$ cat config.mk
export PLATFORM = sky130hd
export DESIGN_NAME = sync_fifo_param
export DESIGN_NICKNAME = d
export VERILOG_FILES = /design/src/rtl/fifo_pkg.sv /design/src/rtl/fifo_ram.sv /design/src/rtl/sync_fifo_param.sv
export SDC_FILE = /design/constraint.sdc
export NUM_CORES = 1
export LEC_CHECK = 0
export ABC_CLOCK_PERIOD_IN_PS = 3600
export CAP_MARGIN = 40
export CELL_PAD_IN_SITES_DETAIL_PLACEMENT = 0
export CELL_PAD_IN_SITES_GLOBAL_PLACEMENT = 2
export CORE_MARGIN = 10
export CORE_UTILIZATION = 47
export DETAILED_ROUTE_END_ITERATION = 7
export PLACE_DENSITY = 0.88
export SYNTH_ARGS = -nofsm -noshare
export SYNTH_HDL_FRONTEND = slang
export SYNTH_SLANG_ARGS = --single-unit
$ cat constraint.sdc
create_clock -name clk -period 3.6 [get_ports clk]
set_input_delay 0.54 -clock clk [delete_from_list [all_inputs] [get_ports clk]]
set_output_delay 0.54 -clock clk [all_outputs]
set_load 0.03 [all_outputs]
$ cat src/rtl/fifo_pkg.sv
// Shared constants and elaboration helpers for sync_fifo_param and its storage.
package fifo_pkg;

  localparam int FIFO_MODE_STD  = 0;
  localparam int FIFO_MODE_FWFT = 1;

  function automatic int ptr_w(input int depth);
    return $clog2(depth);
  endfunction

  // One extra bit so the count can represent DEPTH itself.
  function automatic int cnt_w(input int depth);
    return $clog2(depth) + 1;
  endfunction

  function automatic bit depth_ok(input int depth);
    return (depth >= 2) && ((depth & (depth - 1)) == 0);
  endfunction

  function automatic bit levels_ok(input int depth, input int af, input int ae);
    return (ae < af) && (af <= depth);
  endfunction

endpackage

$ cat src/rtl/fifo_ram.sv
// Simple dual-port storage: synchronous write, asynchronous read, no reset.
module fifo_ram
  import fifo_pkg::*;
#(
  parameter int WIDTH = 8,
  parameter int DEPTH = 16
) (
  input  logic                      clk,
  input  logic                      wr_en,
  input  logic [ptr_w(DEPTH)-1:0]   wr_addr,
  input  logic [WIDTH-1:0]          wr_data,
  input  logic [ptr_w(DEPTH)-1:0]   rd_addr,
  output logic [WIDTH-1:0]          rd_data
);

  logic [WIDTH-1:0] mem [DEPTH];

  always_ff @(posedge clk) begin
    if (wr_en) mem[wr_addr] <= wr_data;
  end

  assign rd_data = mem[rd_addr];

endmodule

$ cat src/rtl/sync_fifo_param.sv
// Parametrised single-clock FIFO with standard or first-word-fall-through read.
// Optional sticky overflow/underflow flags are built when FIFO_ERR_FLAGS_EN is defined.
module sync_fifo_param
  import fifo_pkg::*;
#(
  parameter int WIDTH    = 8,
  parameter int DEPTH    = 16,
  parameter int AF_LEVEL = 12,
  parameter int AE_LEVEL = 4,
  parameter int FWFT     = 0
) (
  input  logic                      clk,
  input  logic                      asyn_rst,
  input  logic [WIDTH-1:0]          wr_data,
  input  logic                      wr_en,
  input  logic                      rd_en,
`ifdef FIFO_ERR_FLAGS_EN
  input  logic                      err_clr,
  output logic                      overflow,
  output logic                      underflow,
`endif
  output logic [WIDTH-1:0]          rd_data,
  output logic                      rd_valid,
  output logic [cnt_w(DEPTH)-1:0]   count,
  output logic                      full,
  output logic                      almost_full,
  output logic                      empty,
  output logic                      almost_empty
);

  localparam int PW = ptr_w(DEPTH);
  localparam int CW = cnt_w(DEPTH);
  localparam logic [CW-1:0] DEPTH_C = CW'(DEPTH);
  localparam logic [CW-1:0] AF_C    = CW'(AF_LEVEL);
  localparam logic [CW-1:0] AE_C    = CW'(AE_LEVEL);

  if (!depth_ok(DEPTH)) begin : g_bad_depth
    $error("sync_fifo_param: DEPTH must be a power of two and at least 2");
  end
  if (!levels_ok(DEPTH, AF_LEVEL, AE_LEVEL)) begin : g_bad_levels
    $error("sync_fifo_param: need AE_LEVEL < AF_LEVEL <= DEPTH");
  end
  if (WIDTH < 1) begin : g_bad_width
    $error("sync_fifo_param: WIDTH must be at least 1");
  end

  // Handshake: wr_en/rd_en are requests sampled at the rising edge; a push transfers
  // only when wr_en && !full, a pop only when rd_en && !empty (pre-edge flags), and
  // rd_valid qualifies rd_data. Rejected requests leave all state untouched.
  logic [PW-1:0]    wr_ptr_q, wr_ptr_d;
  logic [PW-1:0]    rd_ptr_q, rd_ptr_d;
  logic [CW-1:0]    count_q, count_d;
  logic             push, pop;
  logic [WIDTH-1:0] head;

  assign count        = count_q;
  assign full         = (count_q == DEPTH_C);
  assign empty        = (count_q == '0);
  assign almost_full  = (count_q >= AF_C);
  assign almost_empty = (count_q <= AE_C);

  always_comb begin
    push     = wr_en && !full;
    pop      = rd_en && !empty;
    wr_ptr_d = wr_ptr_q;
    rd_ptr_d = rd_ptr_q;
    count_d  = count_q;
    if (push) wr_ptr_d = wr_ptr_q + PW'(1);
    if (pop)  rd_ptr_d = rd_ptr_q + PW'(1);
    case ({push, pop})
      2'b10:   count_d = count_q + CW'(1);
      2'b01:   count_d = count_q - CW'(1);
      default: count_d = count_q;
    endcase
  end

  always_ff @(posedge clk or posedge asyn_rst) begin
    if (asyn_rst) begin
      wr_ptr_q <= '0;
      rd_ptr_q <= '0;
      count_q  <= '0;
    end else begin
      wr_ptr_q <= wr_ptr_d;
      rd_ptr_q <= rd_ptr_d;
      count_q  <= count_d;
    end
  end

  fifo_ram #(
    .WIDTH (WIDTH),
    .DEPTH (DEPTH)
  ) u_ram (
    .clk     (clk),
    .wr_en   (push),
    .wr_addr (wr_ptr_q),
    .wr_data (wr_data),
    .rd_addr (rd_ptr_q),
    .rd_data (head)
  );

  if (FWFT == FIFO_MODE_FWFT) begin : g_fwft
    // Masked while empty so undefined storage never shows on rd_data.
    assign rd_data  = empty ? '0 : head;
    assign rd_valid = !empty;
  end else begin : g_std
    logic [WIDTH-1:0] rd_data_q, rd_data_d;
    logic             rd_valid_q, rd_valid_d;

    always_comb begin
      rd_data_d  = rd_data_q;
      rd_valid_d = pop;
      if (pop) rd_data_d = head;
    end

    always_ff @(posedge clk or posedge asyn_rst) begin
      if (asyn_rst) begin
        rd_data_q  <= '0;
        rd_valid_q <= 1'b0;
      end else begin
        rd_data_q  <= rd_data_d;
        rd_valid_q <= rd_valid_d;
      end
    end

    assign rd_data  = rd_data_q;
    assign rd_valid = rd_valid_q;
  end

`ifdef FIFO_ERR_FLAGS_EN
  logic overflow_q, overflow_d;
  logic underflow_q, underflow_d;

  // A fresh event wins over a simultaneous clear.
  always_comb begin
    overflow_d  = (overflow_q  && !err_clr) || (wr_en && full);
    underflow_d = (underflow_q && !err_clr) || (rd_en && empty);
  end

  always_ff @(posedge clk or posedge asyn_rst) begin
    if (asyn_rst) begin
      overflow_q  <= 1'b0;
      underflow_q <= 1'b0;
    end else begin
      overflow_q  <= overflow_d;
      underflow_q <= underflow_d;
    end
  end

  assign overflow  = overflow_q;
  assign underflow = underflow_q;
`endif

endmodule
# Word level (Yosys, flattened, before mapping)
# Memories as Yosys holds them, arrays and structs flattened. A register that Yosys moved wholly into a read port is not among the register bits.
# Index checks and enable logic that the tools add are counted.
dict set report op_classes {
  muxes 3
  add_sub_neg 4
  order_cmp 2
  eq_ne 3
  reduce_logical 6
}
# op n
set ops {}
lappend ops {{$pmux 5 s2} 1}
lappend ops {{$add 4x1->4 const B} 2}
lappend ops {{$add 5x1->5 const B} 1}
lappend ops {{$eq 5x5->1 const B} 1}
lappend ops {{$ge 5x4->1 const B} 1}
lappend ops {{$le 5x3->1 const B} 1}
lappend ops {{$logic_not 5->1} 1}
lappend ops {{$sub 5x1->5 const B} 1}
lappend ops {{$eq 2x1->1 const B} 1}
lappend ops {{$eq 2x2->1 const B} 1}
lappend ops {{$logic_and 1x1->1} 2}
lappend ops {{$logic_not 1->1} 2}
lappend ops {{$mux 1} 2}
lappend ops {{$reduce_bool 2->1} 1}
dict set report word_totals {
  ram_bits 128
  register_bits 14
  input_bits 12
  memories 1
  out_inout_bits 18
}
# name depth width rd rd_clocked_by_memory_dff wr line
set mem_list {}
lappend mem_list {u_ram.mem 16 8 1 1 1 fifo_ram.sv:16} ;# logic [WIDTH-1:0] mem [DEPTH];

# Longest topological paths before layout
# Gate-level depths: netlist of the first run.
dict set report logic_depth {
  word_depth 5
  ltp_mapped 9
  mapped_depth_nobuf 9
}

# Hierarchy
# Synthesis of the first run repeated with hierarchy kept, for this count alone.
dict set report unflattened {
  hier_cells 314
  hier_area_um2 6112.1
}
# mod seq_area_each_um2 area_each_um2 n_inst cells_per_inst
set by_module_without_submodules {}
lappend by_module_without_submodules {fifo_ram 3843.7 4987.3 1 221}
lappend by_module_without_submodules {sync_fifo_param 550.5 1124.8 1 93}

# Worst setup path after synthesis of the first run
# No wires, ideal clock.
dict set report synth_path {
  path_kind {register to register}
  from {register count_q[1] (netlist: count[1])}
  to {register count_q[4] (netlist: count[4])}
  arrival_ns 2.802
  setup_slack_ns 0.718
  path_buffers 0
  setup_ns 0.080
  stages_incl_launch_ff 10
  cell_sequence {dfrtp_1 > or4_4 > o21ai_4 > inv_4 > ha_1 > fa_1 > a21o_1 > a21oi_1 > mux2i_1 > xnor2_1}
}
dict set report synth_between {
  elab_chain_cells 5
  word_cells_on_any_way 12
}
# item line
set synth_rtl {}
lappend synth_rtl {{start: declaration} sync_fifo_param.sv:52} ;# logic [CW-1:0] count_q, count_d;
lappend synth_rtl {{start signal: assignment} sync_fifo_param.sv:85} ;# count_q <= count_d;
lappend synth_rtl {{$logic_not 5->1 *} sync_fifo_param.sv:58} ;# assign empty = (count_q == '0);
lappend synth_rtl {{$logic_not 1->1 *} sync_fifo_param.sv:64} ;# pop = rd_en && !empty;
lappend synth_rtl {{$logic_and 1x1->1 *} sync_fifo_param.sv:64}
lappend synth_rtl {{named net g_std.rd_valid_d} sync_fifo_param.sv:107} ;# logic rd_valid_q, rd_valid_d;
lappend synth_rtl {{$eq 2x1->1 or $eq 2x2->1 (tied branches)} sync_fifo_param.sv:70} ;# case ({push, pop})
lappend synth_rtl {{$pmux 5 s2 or $reduce_bool 2->1 (tied branches)} --}
# Mark *: on every way through the listed nets, which the timed path passes. The rest lies on a longest branch.
# A chain may end at the register's enable or synchronous reset.

# Final worst setup path of the first run
dict set report layout_path {
  from {register count_q[1] (netlist: count[1])}
  to {output port empty}
}
dict set report layout_between {
  elab_chain_cells 1
}
# item line
set layout_rtl {}
lappend layout_rtl {{$logic_not 5->1} sync_fifo_param.sv:58}
lappend layout_rtl {{end: declaration} sync_fifo_param.sv:27} ;# output logic empty,
# No other way between the ends.

==> results.yml, run 1 <==
run_status:
  status: "finished clean"
global_route:
  grt_usage: 0.1365
  grt_pass1_vias: 3126
  grt_remaining_overflow: 0
  grt_pass1_wl_um: 18150
  antenna_found_initial: 0
  grt_max_degree: 28
synth:
  netlist_instances: 310
  synth-edff-count: 128
  ys_top_cells_by_count: "128 x edfxtp_1, 22 x dfrtp_1, 20 x mux4_1, 14 x nor2_1"
  yosys_most_used_dff: "edfxtp_1"
  synth_area_leader_cell: "edfxtp_1"
  synth.avg_cell_area_um2: 19.89
  syn-cell-area_um2: 6167
  synth_top_area_share: 0.6233
  ys_seq_elements: 150
  synth_nets: 332
  synth.area.top_cells: "edfxtp_1 62%, dfrtp_1 8.9%, mux4_1 8.5%"
  synth_seq_area_share: 0.7125
  yosysMostFrequentCell: "edfxtp_1"
  synth_warnings: 0
  synth.distinct_cells: 39
  async_flop_share: 0.1467
layout:
  regArea_um2: 4394
  fin_cells: 544
  area_growth_syn_to_layout_pct: 18.52
  multi_input_area_um2: 1564
  nets: 381
  drive_gt1_frac: 0.1801
  num-fill-cells: 982
  diodes: 0
setup_path:
  cp_top_family: "buffers and inverters"
  cp_slowest_cell: "clkdlybuf4s50_1"
  critical_path.max_fanout: 7
  max_stage_delay_ps: 680
  critPathLaunchType: "flip-flop"
  r2r_cells: 9
  endpoint: "empty"
  r2r-end: "count[4]$_DFFE_PP0P_"
  end_kind: "output port"
  reg2reg_slack_ps: 830
  worstSetupPathType: "reg2out"
  reg2reg_from: "count[1]$_DFFE_PP0P_"
  cp_cell_sequence: "or4_4 > nor2_1 > clkdlybuf4s50_1"
  critPathLaunch: "count[1]$_DFFE_PP0P_"
  cp_num_buf_inv: 1
  path_depth: 3
  critPathRequiredTime_ps: 3060
  critPathArrivalTime_ps: 2250
power:
  p_per_area_nw_per_um2: 838.0
  vdd_drop_max_mv: 0.3775
  p_leak_nw: 2.592
timing:
  clock.fmax_mhz: 359.0
  fin_ws_ps: 814.5
  finalCriticalPeriod_ps: 2786
  finalSetupTns_ps: 0
  drv_slew: 0
  grt_setup_unrepaired: "no"
  worst_pin_slew_ps: 854.8
  setup_viol: 0
  worst_slew_margin_rel: 0.4280
  report.final.hold_viol_count: 0
  holdWs_ps: 438.1
  fin_worst_skew_ps: 6.759
  finalCritPeriodShare: 0.7738
floorplan:
  die_h_um: 134.6
  dieArea_um2: 18100
  io_pins: 30
  die_w_um: 134.6
  fp.coreArea_um2: 12720
  rows: 41
  initial_utilization: 0.4848
clock_tree:
  cts-buffers-inserted: 17
  cts_sinks: 150
  htreeDepth: 4
  path_clk_slew_ps: 60
  root_buffer: "clkbuf_16"
  hold_buffers: 0
  tritoncts: "yes"
  ctsResizeCount: 0
  post-cts-setup-buffers: 0
  clock_path_buffers: 2
  clk_latency_ps: 420
placed_design:
  gp_congestion: 0.7151
  placedCellCount: 512
  place_hpwl_um: 7448
  port_buffers: 29
  place_ws_ps: 605.1
routing:
  drt-total-wl_um: 11570
  num_vias: 2964
  drt-pass1-iter-count: 4
  ant_nets: 0
  avgViaCountPerCell: 5.449
  post-route-drc-count: 0
  wl_per_cell_um: 21.28
  drt-initial-drc-count: 237
worst_hold_path:
  hold_class: "in2async"
job:
  drv_cap: 0
## sequential cells by signal, indices dropped and copies added, names as in the netlist
register,cells
rd_data,8
rd_valid,1
u_ram.mem,128
count,5
wr_ptr_q,4
rd_ptr_q,4
## cell type report
cell class	count	area share
multi-input cells	138	0.2140
clock buffers	19	0.05923
repair buffers	47	0.06197
flip-flops and latches	150	0.6012
inverters	5	0.002910
clock inverters	13	0.03132
well taps	172	0.02944
## how the worst min path moves through the flow
stage / slack (ps) / depth (start not counted) / end / startpoint
3_3_place_gp: 460 / 1 / rd_data[6]$_DFFE_PP0P_ / rd_data[6]$_DFFE_PP0P_
5_1_grt: 470 / 2 / count[4]$_DFFE_PP0P_ / asyn_rst
3_5_place_dp: 470 / 1 / rd_data[2]$_DFFE_PP0P_ / rd_data[2]$_DFFE_PP0P_
6_report: 440 / 2 / count[4]$_DFFE_PP0P_ / asyn_rst
2_1_floorplan: 530 / 1 / count[0]$_DFFE_PP0P_ / asyn_rst
4_1_cts: 430 / 2 / count[4]$_DFFE_PP0P_ / asyn_rst
## metal layers
metal	track usage	part of all wire	vias to the layer above	wire, um
met3	0.04377	0.050	18	581
met1	0.1712	0.44	1515	5038
met4	0.06288	0.023	0	271
li1	-	-	1353	-
met5	0	0	-	0
met2	0.2118	0.49	78	5683
## cells in the final DEF, fill, tap and decap left out, types with 3 or more instances in the layout
cell               n
buf_4             16
nor2_1            14
clkbuf_16         17
inv_1              4
clkinvlp_4         3
clkdlybuf4s50_1   29
mux4_1            20
a21o_1            10
ha_1               9
edfxtp_1         128
mux4_2            12
nand2_1           12
dfrtp_1           22
o22ai_1            8
nor3_1             5
a211oi_1           8
xnor2_1            9
o21ai_0            3
bufinv_16          6
mux2i_1            9
## metrics by stage
stage,utilization,cell area [um^2],power (W)
3_3_place_gp,0.5186,6598,0.004158
4_1_cts,0.5745,7310,0.006202
6_report,0.5745,7310,0.006126
3_5_place_dp,0.5225,6648,0.004242
2_1_floorplan,-,6167,0.003740
5_1_grt,0.5745,7310,0.006427
## report_power, final
| part | internal, W | switching (W) |
|---|---|---|
| clock network | 0.00130 | 0.000647 |
| registers | 0.00216 | 0.000227 |
| logic | 0.000855 | 0.000938 |
## cells by family (layout without fill, tap and decap cells)
group | after synthesis | in the layout | synth area share
simple gates | 41 | 41 | 0.03124
compound gates | 35 | 35 | 0.04119
buf+inv | 22 | 84 | 0.03388
flops | 150 | 150 | 0.7125
xor+xnor | 10 | 10 | 0.01420
mux | 42 | 42 | 0.1455
fa+ha+maj | 10 | 10 | 0.02151
Power figures use the tool's default switching activity.
==> inputs of run 2 (changes only) <==
Settings changed: ABC_CLOCK_PERIOD_IN_PS 3600 to 2900.
Clock period 3.6 ns to 2.9 ns, I/O delays scaled along.
==> results.yml, run 2 (synthesis gave the netlist of run 1 again) <==
job:
  drv_cap: 0
clock_tree:
  hold_buffers: 0
  path_clk_slew_ps: 60
  cts-buffers-inserted: 17
  clk_latency_ps: 420
  tritoncts: "yes"
  clock_path_buffers: 2
  ctsResizeCount: 0
  root_buffer: "clkbuf_16"
  cts_sinks: 150
  post-cts-setup-buffers: 0
  htreeDepth: 4
global_route:
  grt_pass1_vias: 3074
  grt_remaining_overflow: 0
  grt_util_met2: 0.2058
  grt_pass1_wl_um: 18310
  grt_usage: 0.1365
  antenna_found_initial: 0
  grtUsageMet3: 0.03783
  grt_max_degree: 28
  busiest_layer: "met2"
  grtUsageMet1: 0.1784
routing:
  drt-total-wl_um: 11510
  drt-pass1-iter-count: 4
  num_vias: 3018
  post-route-drc-count: 0
  avgViaCountPerCell: 5.458
  ant_nets: 0
  drt-initial-drc-count: 273
  wl_per_cell_um: 20.80
placed_design:
  placedCellCount: 521
  place_hpwl_um: 7430
  port_buffers: 29
  gp_congestion: 0.7472
layout:
  most-common-layout-cells: "128 x edfxtp_1, 29 x clkdlybuf4s50_1, 26 x buf_4"
  largest_reg_flops: 128
  fin_cells: 553
  mostFrequentLayoutCell: "edfxtp_1"
  area_growth_syn_to_layout_pct: 18.62
  top_register: "u_ram.mem"
  final_util: 0.5750
  drive_gt1_frac: 0.2073
  nets: 390
  diodes: 0
floorplan:
  die_h_um: 134.6
  initial_utilization: 0.4848
  dieArea_um2: 18100
  fp.coreArea_um2: 12720
  io_pins: 30
  die_w_um: 134.6
  rows: 41
setup_path:
  critPathLaunchType: "flip-flop"
  cp_slowest_cell: "or4_4"
  cp_cell_sequence: "or4_4 > o21ai_4 > inv_4 > ha_1 > fa_1 > a21o_1 > a21oi_1 > mux2i_1 > xnor2_1"
  end_kind: "flip-flop"
  reg2reg_slack_ps: 230
  reg2reg_from: "count[1]$_DFFE_PP0P_"
  max_stage_delay_ps: 560
  worstSetupPathType: "reg2reg"
  r2r-end: "count[4]$_DFFE_PP0P_"
  critical_path.max_fanout: 6
  r2r_cells: 9
  critPathRequiredTime_ps: 3240
  critPathArrivalTime_ps: 3010
timing:
  grt_setup_unrepaired: "no"
  fin_worst_skew_ps: 4.714
  worst_slew_margin_rel: 0.6014
  finalCriticalPeriod_ps: 2668
  setup_viol: 0
  report.final.hold_viol_count: 0
  drv_slew: 0
  worst_pin_slew_ps: 596.1
  finalSetupTns_ps: 0
  clock.fmax_mhz: 374.9
  finalCritPeriodShare: 0.9198
power:
  power_frac_clock: 0.304
  p_per_area_nw_per_um2: 1022
  vdd_drop_max_mv: 0.4512
  p_int_w: 0.005137
  sequentialPowerShare: 0.389
  finalPower_w: 0.007476
  p_sw_w: 0.002340
  comb_power_share: 0.307
  switching_share: 0.3129
  p_leak_nw: 2.622
worst_hold_path:
  hold_class: "in2async"
run_status:
  status: "finished clean"
-- run 2: layout make-up --
class                   instances  area [um^2]
repair buffers                 56        500.5
clock buffers                  17        425.4
clock inverters                15        195.2
flip-flops and latches        150         4394
multi-input cells             138         1564
fillers                       995         5406
well taps                     172        215.2
inverters                       5        21.27
-- run 2: how the worst max path moves through the flow --
| stage | from | end | slack, ps | depth (start not counted) |
|---|---|---|---|---|
| finish | count[1]$_DFFE_PP0P_ | count[4]$_DFFE_PP0P_ | 230 | 9 |
| detailed placement | count[1]$_DFFE_PP0P_ | count[4]$_DFFE_PP0P_ | 240 | 9 |
| CTS | count[1]$_DFFE_PP0P_ | full | 220 | 4 |
| floorplan | count[1]$_DFFE_PP0P_ | count[4]$_DFFE_PP0P_ | 20 | 9 |
| global route | count[1]$_DFFE_PP0P_ | count[4]$_DFFE_PP0P_ | 50 | 9 |
| global placement | count[1]$_DFFE_PP0P_ | count[4]$_DFFE_PP0P_ | 280 | 9 |
-- run 2: worst max-delay path, delay by kind of cell, from the launching register on --
family,cells,cell delay [ps]
xor+xnor,1,130
simple gates,1,560
fa+ha+maj,2,700
mux,1,230
buf+inv,1,60
compound gates,3,530
flops,1,380
-- run 2: routing by layer --
layer / wire length, um / vias to the layer above
li1: - / 1378
met1: 5114 / 1545
met2: 5633 / 82
met3: 604 / 13
met4: 153 / 0
met5: 0 / -
-- run 2: per-stage QoR --
step / cell area [um^2] / worst slack (ps) / hold WS (ps)
floorplan: 6167 / 18.10 / 424.2
global placement: 6680 / 276.2 / 460.4
detailed placement: 6695 / 243.6 / 466.2
CTS: 7316 / 218.2 / 288.5
global route: 7316 / 53.56 / 299.7
finish: 7316 / 232.5 / 294.8
-- run 2: power by group through the flow --
stage	Clock [W]	Sequential, W	Combinational, W
floorplan	0	0.00304	0.00160
global placement	0	0.00294	0.00229
detailed placement	0	0.00296	0.00232
CTS	0.00231	0.00291	0.00233
global route	0.00241	0.00295	0.00249
finish	0.00227	0.00291	0.00230
